<file path="config.mk">
export PLATFORM = sky130hd
export DESIGN_NAME = axis_rti_reader
export DESIGN_NICKNAME = d
export VERILOG_FILES = /design/src/rtl/rti_pkg.sv /design/src/rtl/rti_skid_fifo.sv /design/src/rtl/axis_rti_reader.sv
export SDC_FILE = /design/constraint.sdc
export NUM_CORES = 1
export LEC_CHECK = 0
export ABC_AREA = 1
export CAP_MARGIN = 40
export CORE_UTILIZATION = 52
export DETAILED_ROUTE_END_ITERATION = 10
export PLACE_DENSITY = 0.88
export SLEW_MARGIN = 5
export SYNTH_ARGS = -nofsm -noshare
export SYNTH_HDL_FRONTEND = slang
export SYNTH_SLANG_ARGS = --single-unit
</file>
<file path="constraint.sdc">
create_clock -name clk -period 2.6 [get_ports clk]
set_clock_uncertainty 0.05 [all_clocks]
set_input_delay 0.26 -clock clk [delete_from_list [all_inputs] [get_ports clk]]
set_output_delay 0.26 -clock clk [all_outputs]
set_load 0.02 [all_outputs]
</file>
<file path="src/rtl/rti_pkg.sv">
// ============================================================================
// Module      : rti_pkg
// Description : Shared defaults and FSM encoding for the RTI line-buffer reader/writer.
// Revision    : 1.0 - initial release
// ============================================================================
`default_nettype none

package rti_pkg;

    localparam int c_RTI_ADDR_WIDTH = 12;
    localparam int c_RTI_DATA_WIDTH = 24;
    localparam int c_RTI_SIZE       = 4096;
    localparam int c_RTI_FIFO_DEPTH = 4;

    localparam int         c_ST_W     = 2;
    localparam logic [1:0] c_ST_IDLE  = 2'd0;
    localparam logic [1:0] c_ST_ISSUE = 2'd1;
    localparam logic [1:0] c_ST_DRAIN = 2'd2;

    // Occupancy counters need one bit more than the pointer to represent "full".
    function automatic int rti_occ_width(input int depth);
        return $clog2(depth) + 1;
    endfunction

endpackage

`default_nettype wire

</file>
<file path="src/rtl/rti_skid_fifo.sv">
// ============================================================================
// Module      : rti_skid_fifo
// Description : Small synchronous FIFO feeding the AXIS output; head is output directly.
// Revision    : 1.0 - initial release
// ============================================================================
`default_nettype none

module rti_skid_fifo
    import rti_pkg::*;
#(
    parameter int DEPTH = 4,
    parameter int WIDTH = 25
) (
    input  logic                            clk,
    input  logic                            rstn,
    input  logic                            i_push,
    input  logic [WIDTH-1:0]                i_din,
    input  logic                            i_pop,
    output logic [WIDTH-1:0]                o_dout,
    output logic [rti_occ_width(DEPTH)-1:0] o_occ,
    output logic                            o_empty,
    output logic                            o_full
);

    localparam int c_PTR_W = $clog2(DEPTH);
    localparam int c_OCC_W = rti_occ_width(DEPTH);

    logic [WIDTH-1:0]   r_mem [DEPTH];
    logic [c_PTR_W-1:0] r_wr_ptr;
    logic [c_PTR_W-1:0] r_rd_ptr;
    logic [c_OCC_W-1:0] r_occ;
    logic               w_do_push;
    logic               w_do_pop;

    assign o_empty   = (r_occ == '0);
    assign o_full    = (r_occ == c_OCC_W'(DEPTH));
    assign w_do_push = i_push & ~o_full;
    assign w_do_pop  = i_pop & ~o_empty;
    assign o_occ     = r_occ;
    // Masking the head keeps the output at zero whenever nothing valid is held.
    assign o_dout    = o_empty ? '0 : r_mem[r_rd_ptr];

    always_ff @(posedge clk) begin
        if (w_do_push) begin
            r_mem[r_wr_ptr] <= i_din;
        end
    end

    always_ff @(posedge clk) begin
        if (!rstn) begin
            r_wr_ptr <= '0;
            r_rd_ptr <= '0;
            r_occ    <= '0;
        end else begin
            if (w_do_push) begin
                r_wr_ptr <= r_wr_ptr + c_PTR_W'(1);
            end
            if (w_do_pop) begin
                r_rd_ptr <= r_rd_ptr + c_PTR_W'(1);
            end
            r_occ <= r_occ + c_OCC_W'(w_do_push) - c_OCC_W'(w_do_pop);
        end
    end

endmodule

`default_nettype wire

</file>
<file path="src/rtl/axis_rti_reader.sv">
// ============================================================================
// Module      : axis_rti_reader
// Description : Streams one RTI line from BRAM over AXI4-Stream, optional clear-on-read.
// Revision    : 1.0 - initial release
// ============================================================================
`default_nettype none

module axis_rti_reader
    import rti_pkg::*;
#(
    parameter int ADDR_WIDTH = c_RTI_ADDR_WIDTH,
    parameter int DATA_WIDTH = c_RTI_DATA_WIDTH,
    parameter int SIZE       = c_RTI_SIZE,
    parameter int FIFO_DEPTH = c_RTI_FIFO_DEPTH
) (
    input  logic                  clk,
    input  logic                  rstn,
    input  logic                  start,
    input  logic                  clear_en,
    output logic                  busy,
    output logic                  overrun,
    output logic                  bram_ena,
    output logic [ADDR_WIDTH-1:0] bram_addra,
    input  logic [DATA_WIDTH-1:0] bram_doa,
    output logic                  bram_web,
    output logic [ADDR_WIDTH-1:0] bram_addrb,
    output logic [DATA_WIDTH-1:0] bram_dib,
    output logic [DATA_WIDTH-1:0] m_axis_tdata,
    output logic                  m_axis_tvalid,
    input  logic                  m_axis_tready,
    output logic                  m_axis_tlast
);

    localparam int                    c_OCC_W     = rti_occ_width(FIFO_DEPTH);
    localparam logic [ADDR_WIDTH-1:0] c_LAST_ADDR = ADDR_WIDTH'(SIZE - 1);

    logic [c_ST_W-1:0]     r_state;
    logic [c_ST_W-1:0]     w_state_nxt;
    logic [ADDR_WIDTH-1:0] r_rd_addr;
    logic                  r_clr;
    logic                  r_busy;
    logic                  r_overrun;
    logic                  r_inflight;
    logic                  r_inflight_last;
    logic                  r_web;
    logic [ADDR_WIDTH-1:0] r_addrb;

    logic                  w_accept;
    logic                  w_issue;
    logic                  w_last_issue;
    logic                  w_pop;
    logic                  w_done;
    logic [DATA_WIDTH:0]   w_fifo_dout;
    logic [c_OCC_W-1:0]    w_occ;
    logic                  w_empty;
    logic                  w_full;

    // State register
    always_ff @(posedge clk) begin
        if (!rstn) begin
            r_state <= c_ST_IDLE;
        end else begin
            r_state <= w_state_nxt;
        end
    end

    // Next-state logic
    always_comb begin
        w_state_nxt = r_state;
        case (r_state)
            c_ST_IDLE:  if (start)        w_state_nxt = c_ST_ISSUE;
            c_ST_ISSUE: if (w_last_issue) w_state_nxt = c_ST_DRAIN;
            c_ST_DRAIN: if (w_done)       w_state_nxt = c_ST_IDLE;
            default:                      w_state_nxt = c_ST_IDLE;
        endcase
    end

    // Output / control decode. The in-flight read counts against FIFO space.
    always_comb begin
        w_accept     = 1'b0;
        w_issue      = 1'b0;
        w_last_issue = 1'b0;
        w_done       = 1'b0;
        case (r_state)
            c_ST_IDLE: begin
                w_accept = start;
            end
            c_ST_ISSUE: begin
                w_issue      = ~w_full && ((int'(w_occ) + int'(r_inflight)) < FIFO_DEPTH);
                w_last_issue = w_issue && (r_rd_addr == c_LAST_ADDR);
            end
            c_ST_DRAIN: begin
                w_done = w_pop & w_fifo_dout[DATA_WIDTH];
            end
            default: begin
                w_accept = 1'b0;
            end
        endcase
    end

    always_ff @(posedge clk) begin
        if (!rstn) begin
            r_rd_addr       <= '0;
            r_clr           <= 1'b0;
            r_busy          <= 1'b0;
            r_overrun       <= 1'b0;
            r_inflight      <= 1'b0;
            r_inflight_last <= 1'b0;
            r_web           <= 1'b0;
            r_addrb         <= '0;
        end else begin
            r_busy          <= (w_state_nxt != c_ST_IDLE);
            r_overrun       <= start & r_busy;
            r_inflight      <= w_issue;
            r_inflight_last <= w_last_issue;
            // Port B trails port A by a cycle so the clear lands after the read data is captured.
            r_web           <= w_issue & r_clr;
            r_addrb         <= bram_addra;
            if (w_accept) begin
                r_rd_addr <= '0;
                r_clr     <= clear_en;
            end else if (w_issue) begin
                r_rd_addr <= r_rd_addr + ADDR_WIDTH'(1);
            end
        end
    end

    rti_skid_fifo #(
        .DEPTH (FIFO_DEPTH),
        .WIDTH (DATA_WIDTH + 1)
    ) u_fifo (
        .clk    (clk),
        .rstn   (rstn),
        .i_push (r_inflight),
        .i_din  ({r_inflight_last, bram_doa}),
        .i_pop  (w_pop),
        .o_dout (w_fifo_dout),
        .o_occ  (w_occ),
        .o_empty(w_empty),
        .o_full (w_full)
    );

    assign w_pop         = m_axis_tvalid & m_axis_tready;
    assign m_axis_tvalid = ~w_empty;
    assign m_axis_tdata  = w_fifo_dout[DATA_WIDTH-1:0];
    assign m_axis_tlast  = w_fifo_dout[DATA_WIDTH];

    assign busy       = r_busy;
    assign overrun    = r_overrun;
    assign bram_ena   = w_issue;
    assign bram_addra = w_issue ? r_rd_addr : '0;
    assign bram_web   = r_web;
    assign bram_addrb = r_addrb;
    assign bram_dib   = '0;

endmodule

`default_nettype wire

</file>
# Yosys cells after proc, flatten, opt, wreduce, memory -nomap -nowiden
# Memory sizes are Yosys's and may differ from the RTL's. A register that Yosys moved wholly into a read port is not among the register bits.
# Cells that the tools add are included.
classes:
  reduce_logical: 6
  muxes: 14
  n_eq_ne: 4
  div_mod_pow: 0
  multipliers: 0
  shifts: 0
  bitwise: 9
  add_sub_neg: 6
  n_lt_le_gt_ge: 1
op_table:
  columns: ["operator", "n"]
  rows:
  - ["$mux 25", 1]
  - ["$add 12x1->12 const B", 1]
  - ["$eq 12x12->1 const B", 1]
  - ["$mux 12", 1]
  - ["$mux 2", 5]
  - ["$and 1x1->1", 6]
  - ["$mux 1", 6]
  - ["$pmux 2 s3", 1]
  - ["$add 2x1->2 const B", 2]
  - ["$add 3x1->4", 1]
  - ["$lt 4x3->1 const B", 1]
  - ["$add 3x1->3", 1]
  - ["$eq 3x3->1 const B", 1]
  - ["$logic_not 3->1", 1]
  - ["$not 1->1", 3]
  - ["$sub 3x1->3", 1]
  - ["$eq 2x1->1 const B", 1]
  - ["$eq 2x2->1 const B", 1]
  - ["$logic_and 1x1->1", 2]
  - ["$logic_not 2->1", 1]
  - ["$reduce_bool 2->1", 1]
  - ["$reduce_or 2->1", 1]
totals:
  mem_bits_rw: 100
  wordCells: 53
  reg_bits: 39
  mem_count: 1
  input_bits: 29
  out_inout_bits: 78
  romBits: 0
  latchBits: 0
memory_table:
  columns: ["memory", "depth", "width", "read_ports", "rd_ports_with_merged_regs", "write_ports", "line", "rtl"]
  rows:
  - ["u_fifo.r_mem", 4, 25, 1, 1, 1, "rti_skid_fifo.sv:28", "logic [WIDTH-1:0] r_mem [DEPTH];"]

# Depth between registers and ports, before layout
# Gate-level depths: netlist of the first run.
logic_depth:
  depth_word: 8
  ltp_mapped: 12
  ltp_nobuf: 10

# Cells and area by module
# A second synthesis of the first run with hierarchy kept.
unflattened:
  hier_cells: 667
  hier_area_um2: 6458.7
by_module_without_submodules:
  columns: ["mod", "instances", "area_per_inst_um2", "cells_each"]
  rows:
  - ["rti_skid_fifo", 1, 4948.5, 463]
  - ["axis_rti_reader", 1, 1510.2, 204]

# Worst setup path after synthesis of the first run
# No wires, ideal clock.
synth_timing:
  kind: "flip-flop to flip-flop"
  start: "reg u_fifo.r_occ[1] (netlist: u_fifo.o_occ[1])"
  end: "mem u_fifo.r_mem[0][0], enable pin"
  path_slack_ps: 306
  arrival_time_ps: 1837
  required_time_ps: 2143
  period_less_slack_ps: 2294
  stages_incl_launch_ff: 5
  setup_ps: 407
  n_path_buf: 0
  path_cell_list: "dfxtp_1 inv_1 nand3_1 nand2_1 nor2_1"
synth_between:
  elab_chain_cells: 5
synth_rtl:
  columns: ["element", "line", "rtl"]
  rows:
  - ["from (decl)", "rti_skid_fifo.sv:31", "logic [c_OCC_W-1:0] r_occ;"]
  - ["from (signal assigned)", "rti_skid_fifo.sv:61", "r_occ <= r_occ + c_OCC_W'(w_do_push) - c_OCC_W'(w_do_pop);"]
  - ["$eq 3x3->1", "rti_skid_fifo.sv:36", "assign o_full = (r_occ == c_OCC_W'(DEPTH));"]
  - ["$not 1->1", "rti_skid_fifo.sv:37", "assign w_do_push = i_push & ~o_full;"]
  - ["$and 1x1->1", "rti_skid_fifo.sv:37", null]
  - ["$mux 1", "rti_skid_fifo.sv:44", "if (w_do_push) begin"]
  - ["$mux 1 (implied by the code)", "rti_skid_fifo.sv:45", "r_mem[r_wr_ptr] <= i_din;"]
  - ["to (decl)", "rti_skid_fifo.sv:28", null]
# No other way between the ends.

==> metrics.txt, run 1 <==
Post-Syn Area ~5800 µm²; Netlist cell types 28; FF-to-FF setup slack 0.48 ns; die area ~12000 µm²; hold crit path type input pin to flip-flop; Std-Cell Rows 38; fin crit share a little over nine tenths; Die X approximately 110 µm; Post-Route Setup TNS 0 ns; largest net degree at the start of global routing 33; placed insts 781; synthesized flop and latch total 141; grt total ovfl 0; core area ~11000 µm²; Post-DP HPWL approximately 7900 µm; P&R area growth vs syn 27.45%; Pins Over Slew Limit 0; worst setup margin 0.1525 ns; RePlAce Congestion 0.8242; fmax about 0.41 GHz; CP Class flip-flop to output port; most common cell after layout, fill and taps aside nor2_1; Req. time, crit path roughly 2.3 ns; Ys Warns 0; Worst-Skew Late Latency approximately 0.52 ns; worst setup path end m_axis_tdata[14]; detailed-route via count between 4k and 5k; Die Y 108.0 µm; vias in the first global route around 4.2k; commonest cells after routing, fill and taps aside nor2_1, edfxtp_1, nand2_1, o21ai_0, clkdlybuf4s50_1; Power Density between 900 and 1000 nW/µm²; critical path arrival roughly 2.1 ns; antenna-violating nets left 0; fin nets between 700 and 800; Peak VDD IR 0.0005293 V; iteration count of the initial detailed-routing pass 5; CP Max Fanout 32; first-pass GRT wire length around 19000 µm; clock buffer depth 2; Avg WL per Cell 15.07 µm; Final Hold Vio Count 0; final WL 12290 µm; DP Worst Slack ~0.34 ns; RR Startpoint u_fifo.o_occ[1]$_SDFF_PN0_; endpoint type of the worst setup path output port; GRT Total Usage roughly 22%; fin crit period 2.448 ns; CTS root buf clkbuf_8; PortBufs 82; status completed; initial antenna violation count 0; cells after synthesis approximately 570; initial drt markers 383; leakage about 3 nW; share of cells above drive strength 1 a little under a tenth; Avg Cell Area, Syn roughly 10 µm²; Startpoint Class flip-flop; io pins 107; Starting Density 53.63%; clk sinks around 140; setup violators final 0; Layout Cells excl Fill slightly above 800; # DRC 0; Hold Buf Count CTS 0; # diodes 0; worst-case reg-to-reg path depth 9; unrepaired setup endpoints after global routing no; via/cell ratio approximately 5.2; Seq/Total Area, Yosys 65.48%; reg-to-reg endpoint u_fifo.o_occ[2]$_SDFF_PN0_; CTS H-tree lvls 4; number of max-cap violations 0; clk slew on worst S/H paths approximately 0.060 ns; CTS tree yes; TritonCTS Buffers 17
[cell type report]
cell class / instances / area, µm²
multi-input cells: 360 / 1675
repair buffers: 101 / 1012
inverters: 42 / 163.9
fillers: 751 / 3446
clock inverters: 14 / 176.4
flip-flops and latches: 141 / 3825
clock buffers: 17 / 414.1
well taps: 140 / 175.2
[state kept, by name, indices dropped and copies added (netlist names), named ones only]
signal / flops
overrun: 1
r_rd_addr: 12
u_fifo.r_mem: 100
r_clr: 1
u_fifo.o_occ: 3
busy: 1
bram_addrb: 12
r_inflight: 1
u_fifo.r_rd_ptr: 2
bram_web: 1
r_inflight_last: 1
u_fifo.r_wr_ptr: 2
r_state: 2
[worst max-delay path: stages, from the launching register on]
cell,delay (ns)
dfxtp_2,0.38
buf_8,0.23
nor2_1,0.07
nor2_1,0.10
o21ai_0,0.09
a21oi_1,0.13
clkdlybuf4s50_1,0.62
[stage by stage]
stage	util, %	hold WS, ns	cell area [µm²]	total power [mW]
after floorplan	-	0.3089	5926	3.784
after global placement	62.22	0.3785	6774	4.537
after detailed placement	62.22	0.3873	6774	4.601
after CTS	67.81	0.2435	7383	7.036
after global routing	68.35	0.2702	7442	7.267
final	68.35	0.2669	7442	6.964
[how the worst min path moves through the flow]
stage                       start                            to  depth (start not counted)
2_1_floorplan         bram_doa[0]  u_fifo.r_mem[0][0]$_DFFE_PP_                          0
3_3_place_gp   r_clr$_SDFFE_PN0P_           bram_web$_SDFF_PN0_                          2
3_5_place_dp      busy$_SDFF_PN0_            overrun$_SDFF_PN0_                          2
4_1_cts                     start            overrun$_SDFF_PN0_                          3
5_1_grt                     start            overrun$_SDFF_PN0_                          3
6_report                    start            overrun$_SDFF_PN0_                          3
[cell usage after synthesis, drive strengths merged]
master | instances | share of area [%]
a21oi | 43 | 3.7
buf | 36 | 4.2
clkbuf | 11 | 0.73
clkinv | 1 | 0.064
conb | 1 | 0.064
dfxtp | 41 | 14
edfxtp | 100 | 51
fa | 1 | 0.34
ha | 8 | 1.7
inv | 41 | 2.6
nand2 | 57 | 3.7
nand3 | 12 | 1.0
nand3b | 2 | 0.32
nand4 | 3 | 0.32
nor2 | 144 | 9.5
nor3 | 3 | 0.34
o21ai | 56 | 4.8
xnor2 | 1 | 0.15
xor2 | 6 | 0.90
[kinds of logic after synthesis]
logic type,count (synthesis),synth area share [%]
buffers and inverters,89,7.585
AOI/OAI and AO/OA,99,8.485
adders and majority gates,9,2.057
other,1,0.06422
and+or+nand+nor,221,15.28
DFF,141,65.48
xor gates and xnor gates,7,1.050
[per-layer routing]
layer	GRT usage, %	up-vias	part of all wire [%]
met2	39.54	180	52
met4	6.654	0	0.71
met3	7.233	12	7.4
met5	0	-	0
li1	-	2036	-
met1	25.79	1979	40
[power breakdown]
group	switching [mW]	leakage [nW]	internal [mW]
combinational	1.21	1.54	0.769
sequential	0.0802	1.24	2.50
clock	0.871	0.278	1.53
[repair_timing]
| action | 4_1_cts | 5_1_grt |
|---|---|---|
| resized for setup | 18 | 23 |
| endpoints found under the setup margin | 34 | 24 |
| setup buffers | 3 | 0 |
| gates cloned | 0 | 0 |
Power figures use the tool's default switching activity.
==> run 2: changes to the inputs <==
- CORE_MARGIN: default -> 5
==> run 2 against run 1 <==
Count of clock-buffer cells in the layout grew 4. Final area shrank 0.62%. Register-to-register slack gained 0.04 ns. Critical endpoint unchanged. Highest routed layer unchanged.
==> metrics.txt, run 2 (synthesis gave the netlist of run 1 again) <==
status completed; TritonCTS Buffers 17 (unchanged); RePlAce Congestion 0.8311 (+0.84%); # DRC 0 (unchanged); Pins Over Slew Limit 0 (unchanged); iteration count of the initial detailed-routing pass 5 (unchanged); Power Density 944.1 nW/µm² (+0.90%); fillers 773 (+2.9%); reg-to-reg endpoint u_fifo.o_occ[2]$_SDFF_PN0_; initial drt markers 321 (-16%); critical path arrival 2.14 ns (about the same); commonest cells after routing, fill and taps aside nor2_1, edfxtp_1, clkdlybuf4s50_1, nand2_1, o21ai_0; CTS tree yes; CP Class flip-flop to output port; critical path's slowest cell clkdlybuf4s50_1; critical path, cell by cell nor3_4 > buf_4 > a21oi_1 > clkdlybuf4s50_1; Std-Cell Rows 38 (unchanged); Largest Register u_fifo.r_mem; Worst-Skew Late Latency 0.41 ns (-0.11 ns); via/cell ratio 5.237 (+1.5%); CP Max Fanout 25 (-22%); RR Startpoint u_fifo.o_occ[1]$_SDFF_PN0_; io pins 107 (unchanged); grt total ovfl 0 (unchanged); first-pass GRT wire length 20740 µm (+6.4%); fmax 0.4078 GHz (-0.20%); die area 13450 µm² (+15%); dpl cell area 6744 µm² (-0.44%); largest net degree at the start of global routing 27 (-18%); antenna-violating nets left 0 (unchanged); max reg flops 100 (unchanged); initial antenna violation count 0 (unchanged); hold crit path type input pin to flip-flop; Die Y 116.0 µm (+7.4%); Post-CTS Repair Setup Buffers 0 (-3); fin crit share 94.32% (+0.19 points); Startpoint Class flip-flop; CTS root buf clkbuf_16; clk sinks 141 (unchanged); Final Hold Vio Count 0 (unchanged); final WL 12890 µm (+4.9%); leakage 2.931 nW (-3.9%); fin nets 694 (-1.0%); Starting Density 53.40% (-0.23 points); worst-case reg-to-reg path depth 9 (unchanged); DP Worst Slack 0.3602 ns (+0.02460 ns); Peak VDD IR 0.0005726 V (+8.2%); clk slew on worst S/H paths 0.06 ns (about the same); endpoint type of the worst setup path output port; Hold Buf Count CTS 0 (unchanged); CTS H-tree lvls 4 (unchanged); worst setup path end m_axis_tdata[14]; Post-DP HPWL 8099 µm (+3.2%); Crit path largest cell delay 0.64 ns (+0.02 ns); vias in the first global route 4330 (+3.5%); GRT Total Usage 20.17% (-2.2 points); Avg WL per Cell 15.94 µm (+5.7%); setup violators final 0 (unchanged); final instance area 7396 µm² (-0.62%); Die X 116.0 µm (+7.4%); fin crit period 2.452 ns (+0.004879 ns); worst setup margin 0.1476 ns (-0.004879 ns); # diodes 0 (unchanged); most common cell after layout, fill and taps aside nor2_1; core area 10940 µm² (+0.44%); clock buffer depth 2 (unchanged); unrepaired setup endpoints after global routing no; worst setup path start u_fifo.o_occ[1]$_SDFF_PN0_; P&R area growth vs syn 26.66%; number of max-cap violations 0 (unchanged); PortBufs 82 (unchanged); FF-to-FF setup slack 0.52 ns (+0.04 ns); Post-Route Setup TNS 0 ns (unchanged); Req. time, crit path 2.29 ns (about the same); detailed-route via count 4237 (+0.71%); share of cells above drive strength 1 8.520% (-0.96 points)
[run 2: cell count changes in the layout (fill, tap and decap cells not counted), moves of 2 or more]
cell / previous run / this run
clkinv_1: 4 / 2
clkdlybuf4s50_1: 46 / 64
clkbuf_1: 0 / 3
dlymetal6s2s_1: 22 / 17
dlygate4sd2_1: 14 / 1
buf_6: 1 / 3
buf_4: 17 / 9
[run 2: per-layer routing]
metal	global-route usage, %	routed length [µm]
met2	35.10	6615
met5	0	0
met3	6.997	1061
met4	6.574	155
met1	23.41	5061
[run 2: stage by stage]
stage | hold WS [ns] | cells | utilization (%) | power (mW)
6_report | 0.3611 | 809 | 67.63 | 6.983
2_1_floorplan | 0.3089 | 590 | - | 3.784
4_1_cts | 0.3419 | 809 | 67.11 | 7.016
3_5_place_dp | 0.3892 | 777 | 61.67 | 4.628
5_1_grt | 0.3797 | 809 | 67.63 | 7.314
3_3_place_gp | 0.3795 | 777 | 61.67 | 4.554
[run 2: worst max-delay path: cells and delay by family, from the launching register on]
kind | cells | cell delay [ns]
simple gates | 1 | 0.09
compound gates | 1 | 0.24
flops | 1 | 0.50
buf+inv | 2 | 0.89
[run 2: worst min path at each step]
| stage | slack, ns | from | cells after the start | end |
|---|---|---|---|---|
| after floorplan | 0.31 | bram_doa[0] | 0 | u_fifo.r_mem[0][0]$_DFFE_PP_ |
| after global placement | 0.38 | busy$_SDFF_PN0_ | 2 | overrun$_SDFF_PN0_ |
| after detailed placement | 0.39 | busy$_SDFF_PN0_ | 2 | overrun$_SDFF_PN0_ |
| after CTS | 0.34 | start | 3 | overrun$_SDFF_PN0_ |
| after global routing | 0.38 | start | 3 | overrun$_SDFF_PN0_ |
| final | 0.36 | start | 3 | overrun$_SDFF_PN0_ |
[run 2: report_power, final]
part	leakage, nW	total, mW	internal, mW	switching (mW)
clock network	0.277	2.38	1.53	0.857
registers	1.24	2.58	2.50	0.0807
logic	1.42	2.01	0.781	1.23
total	2.93	6.98	4.81	2.17
[run 2: layout make-up]
type                    instances  area (µm²)  area share (%)
clock buffers                  21       450.4           6.090
clock inverters                11       142.6           1.929
inverters                      42       163.9           2.216
multi-input cells             360        1675           22.65
flip-flops and latches        141        3825           51.72
well taps                     140       175.2           2.368
repair buffers                 94       963.4           13.03
[run 2: repair_timing]
action | 4_1_cts | 5_1_grt
hold endpoints to repair | 0 | 0
resized for setup | 2 | 21
endpoints found under the setup margin | 12 | 30
==> run 3: changes to the inputs <==
- CORE_UTILIZATION: 52 -> 55
- PLACE_DENSITY: 0.88 -> 0.92
- TNS_END_PERCENT: default -> 20
- clock period: 2.6 -> 3.11 ns (I/O delays scaled with it)
==> run 3 against run 2 <==
Non-clock buffer count shrank 2. Final area shrank 1.7%. Via count shrank 0.87%. Flip-flop and latch count is the same. Worst setup slack gained 0.10 ns. First-iteration DRC count grew 10%. Hold slack lost 0.027 ns. Global-route usage shrank 0.58 points. Combinational power shrank 18%. Critical endpoint is now m_axis_tdata[17].
==> metrics.txt, run 3 (synthesis gave the netlist of run 1 again) <==
via/cell ratio 5.230 (-0.13%); RePlAce Congestion 0.8494 (+2.2%); leakage 2.599 nW (-11%); Pins Over Slew Limit 0 (unchanged); Worst-Skew Late Latency 0.51 ns (+0.10 ns); grt total ovfl 0 (unchanged); dpl cell area 6724 µm² (-0.30%); # DRC 0 (unchanged); Die Y 113.0 µm (-2.5%); unrepaired setup endpoints after global routing no; P&R area growth vs syn 24.47%; TritonCTS Buffers 17 (unchanged); initial drt markers 354 (+10%); Final Hold Vio Count 0 (unchanged); endpoint type of the worst setup path output port; fin crit period between 2 and 3 ns; clk slew on worst S/H paths 0.06 ns (about the same); Std-Cell Rows 37 (-2.6%); Startpoint Class flip-flop; antenna-violating nets left 0 (unchanged); Avg WL per Cell 15.41 µm (-3.3%); Core Util, Final 70.40% (+2.8 points); vias in the first global route 4161 (-3.9%); fin nets 692 (-0.29%); Largest Register u_fifo.r_mem; detailed-route via count 4200 (-0.87%); Power Density 772.7 nW/µm² (-18%); Post-Route Setup TNS 0 ns (unchanged); most common cell after layout, fill and taps aside nor2_1; fin crit share between 90 and 100%; die area 12780 µm² (-5.0%); number of max-cap violations 0 (unchanged); Layout Cells excl Fill 803 (-0.74%); Starting Density 56.56% (+3.2 points); clock buffer depth 2 (unchanged); core area 10320 µm² (-5.6%); Req. time, crit path 2.75 ns (+0.46 ns); fmax 0.3494 GHz; clk sinks 141 (unchanged); fillers 670 (-13%); GRT Total Usage 19.59% (-0.58 points); final instance area 7268 µm² (-1.7%); critical path arrival 2.50 ns (+0.36 ns); Die X 113.0 µm (-2.5%); worst-margin pin slew approximately 0.53 ns; CTS root buf clkbuf_8; Hold Buf Count CTS 0 (unchanged); max_slew headroom around 64%; io pins 107 (unchanged); CTS tree yes; initial antenna violation count 0 (unchanged); commonest cells after routing, fill and taps aside nor2_1, edfxtp_1, clkdlybuf4s50_1, nand2_1, o21ai_0; Peak VDD IR 0.0004375 V (-24%); CP Max Fanout 50 (+100%); hold crit path type input pin to flip-flop; CTS H-tree lvls 4 (unchanged); final WL 12370 µm (-4.0%); status completed; placed insts 771 (-0.77%); share of cells above drive strength 1 8.546% (+0.026 points); PortBufs 82 (unchanged); CP Class flip-flop to output port; largest net degree at the start of global routing 51 (+89%); iteration count of the initial detailed-routing pass 5 (unchanged); # diodes 0 (unchanged); max reg flops 100 (unchanged); setup violators final 0 (unchanged); Post-DP HPWL 7802 µm (-3.7%); first-pass GRT wire length 19850 µm (-4.3%)
run 3: per-stage QoR:
step	worst slack [ns]	hold WS [ns]	total power, mW
3_5_place_dp	0.7900	0.3832	3.834
3_3_place_gp	0.8675	0.3781	3.793
6_report	0.2480	0.3345	5.616
2_1_floorplan	0.8159	0.3599	3.164
5_1_grt	0.08445	0.3300	5.884
4_1_cts	0.1433	0.3181	5.649
run 3: what timing repair did:
action	CTS	global route
setup buffers	0	0
endpoints found under the setup margin	0	1
gates resized for setup	0	1
run 3: critical path: stages, from the launching register on:
cell and delay [ns]:
dfxtp_2 0.32, buf_4 0.45, nor2_1 0.10, nor2_1 0.09
o21ai_0 0.11, a21oi_1 0.26, clkdlybuf4s50_1 0.65
run 3: path summary, 6_finish.rpt:
kind                                            startpoint                            end  slack, ns  depth (start not counted)
worst max-delay path                             flip-flop               m_axis_tdata[17]       0.25                          6
worst min-delay path                                 start             overrun$_SDFF_PN0_       0.33                          3
worst max register to register  u_fifo.o_occ[1]$_SDFF_PN0_  u_fifo.r_mem[1][14]$_DFFE_PP_       1.04                          5
worst min register to register          r_clr$_SDFFE_PN0P_            bram_web$_SDFF_PN0_       0.39                          2
run 3: cell type report:
type	instances	area (µm²)	area share, %
Inverter	42	157.7	2.169
Clock inverter	14	122.6	1.687
Sequential cell	141	3825	52.63
Multi-Input combinational cell	360	1675	23.05
Tap cell	136	170.2	2.341
Timing Repair Buffer	92	899.6	12.38
Clock buffer	18	417.9	5.750
run 3: layer usage:
layer / vias up / share of wire (%) / track usage, %
met5: - / 0 / 0
met4: 0 / 1.1 / 6.330
met3: 17 / 9.1 / 6.310
met2: 193 / 50 / 33.25
met1: 1976 / 40 / 23.80
li1: 2014 / - / -
run 3: power breakdown:
| part | switching, mW | leakage (nW) | internal, mW |
|---|---|---|---|
| logic | 1.01 | 1.11 | 0.642 |
| clock network | 0.805 | 0.254 | 1.01 |
| registers | 0.0608 | 1.24 | 2.09 |
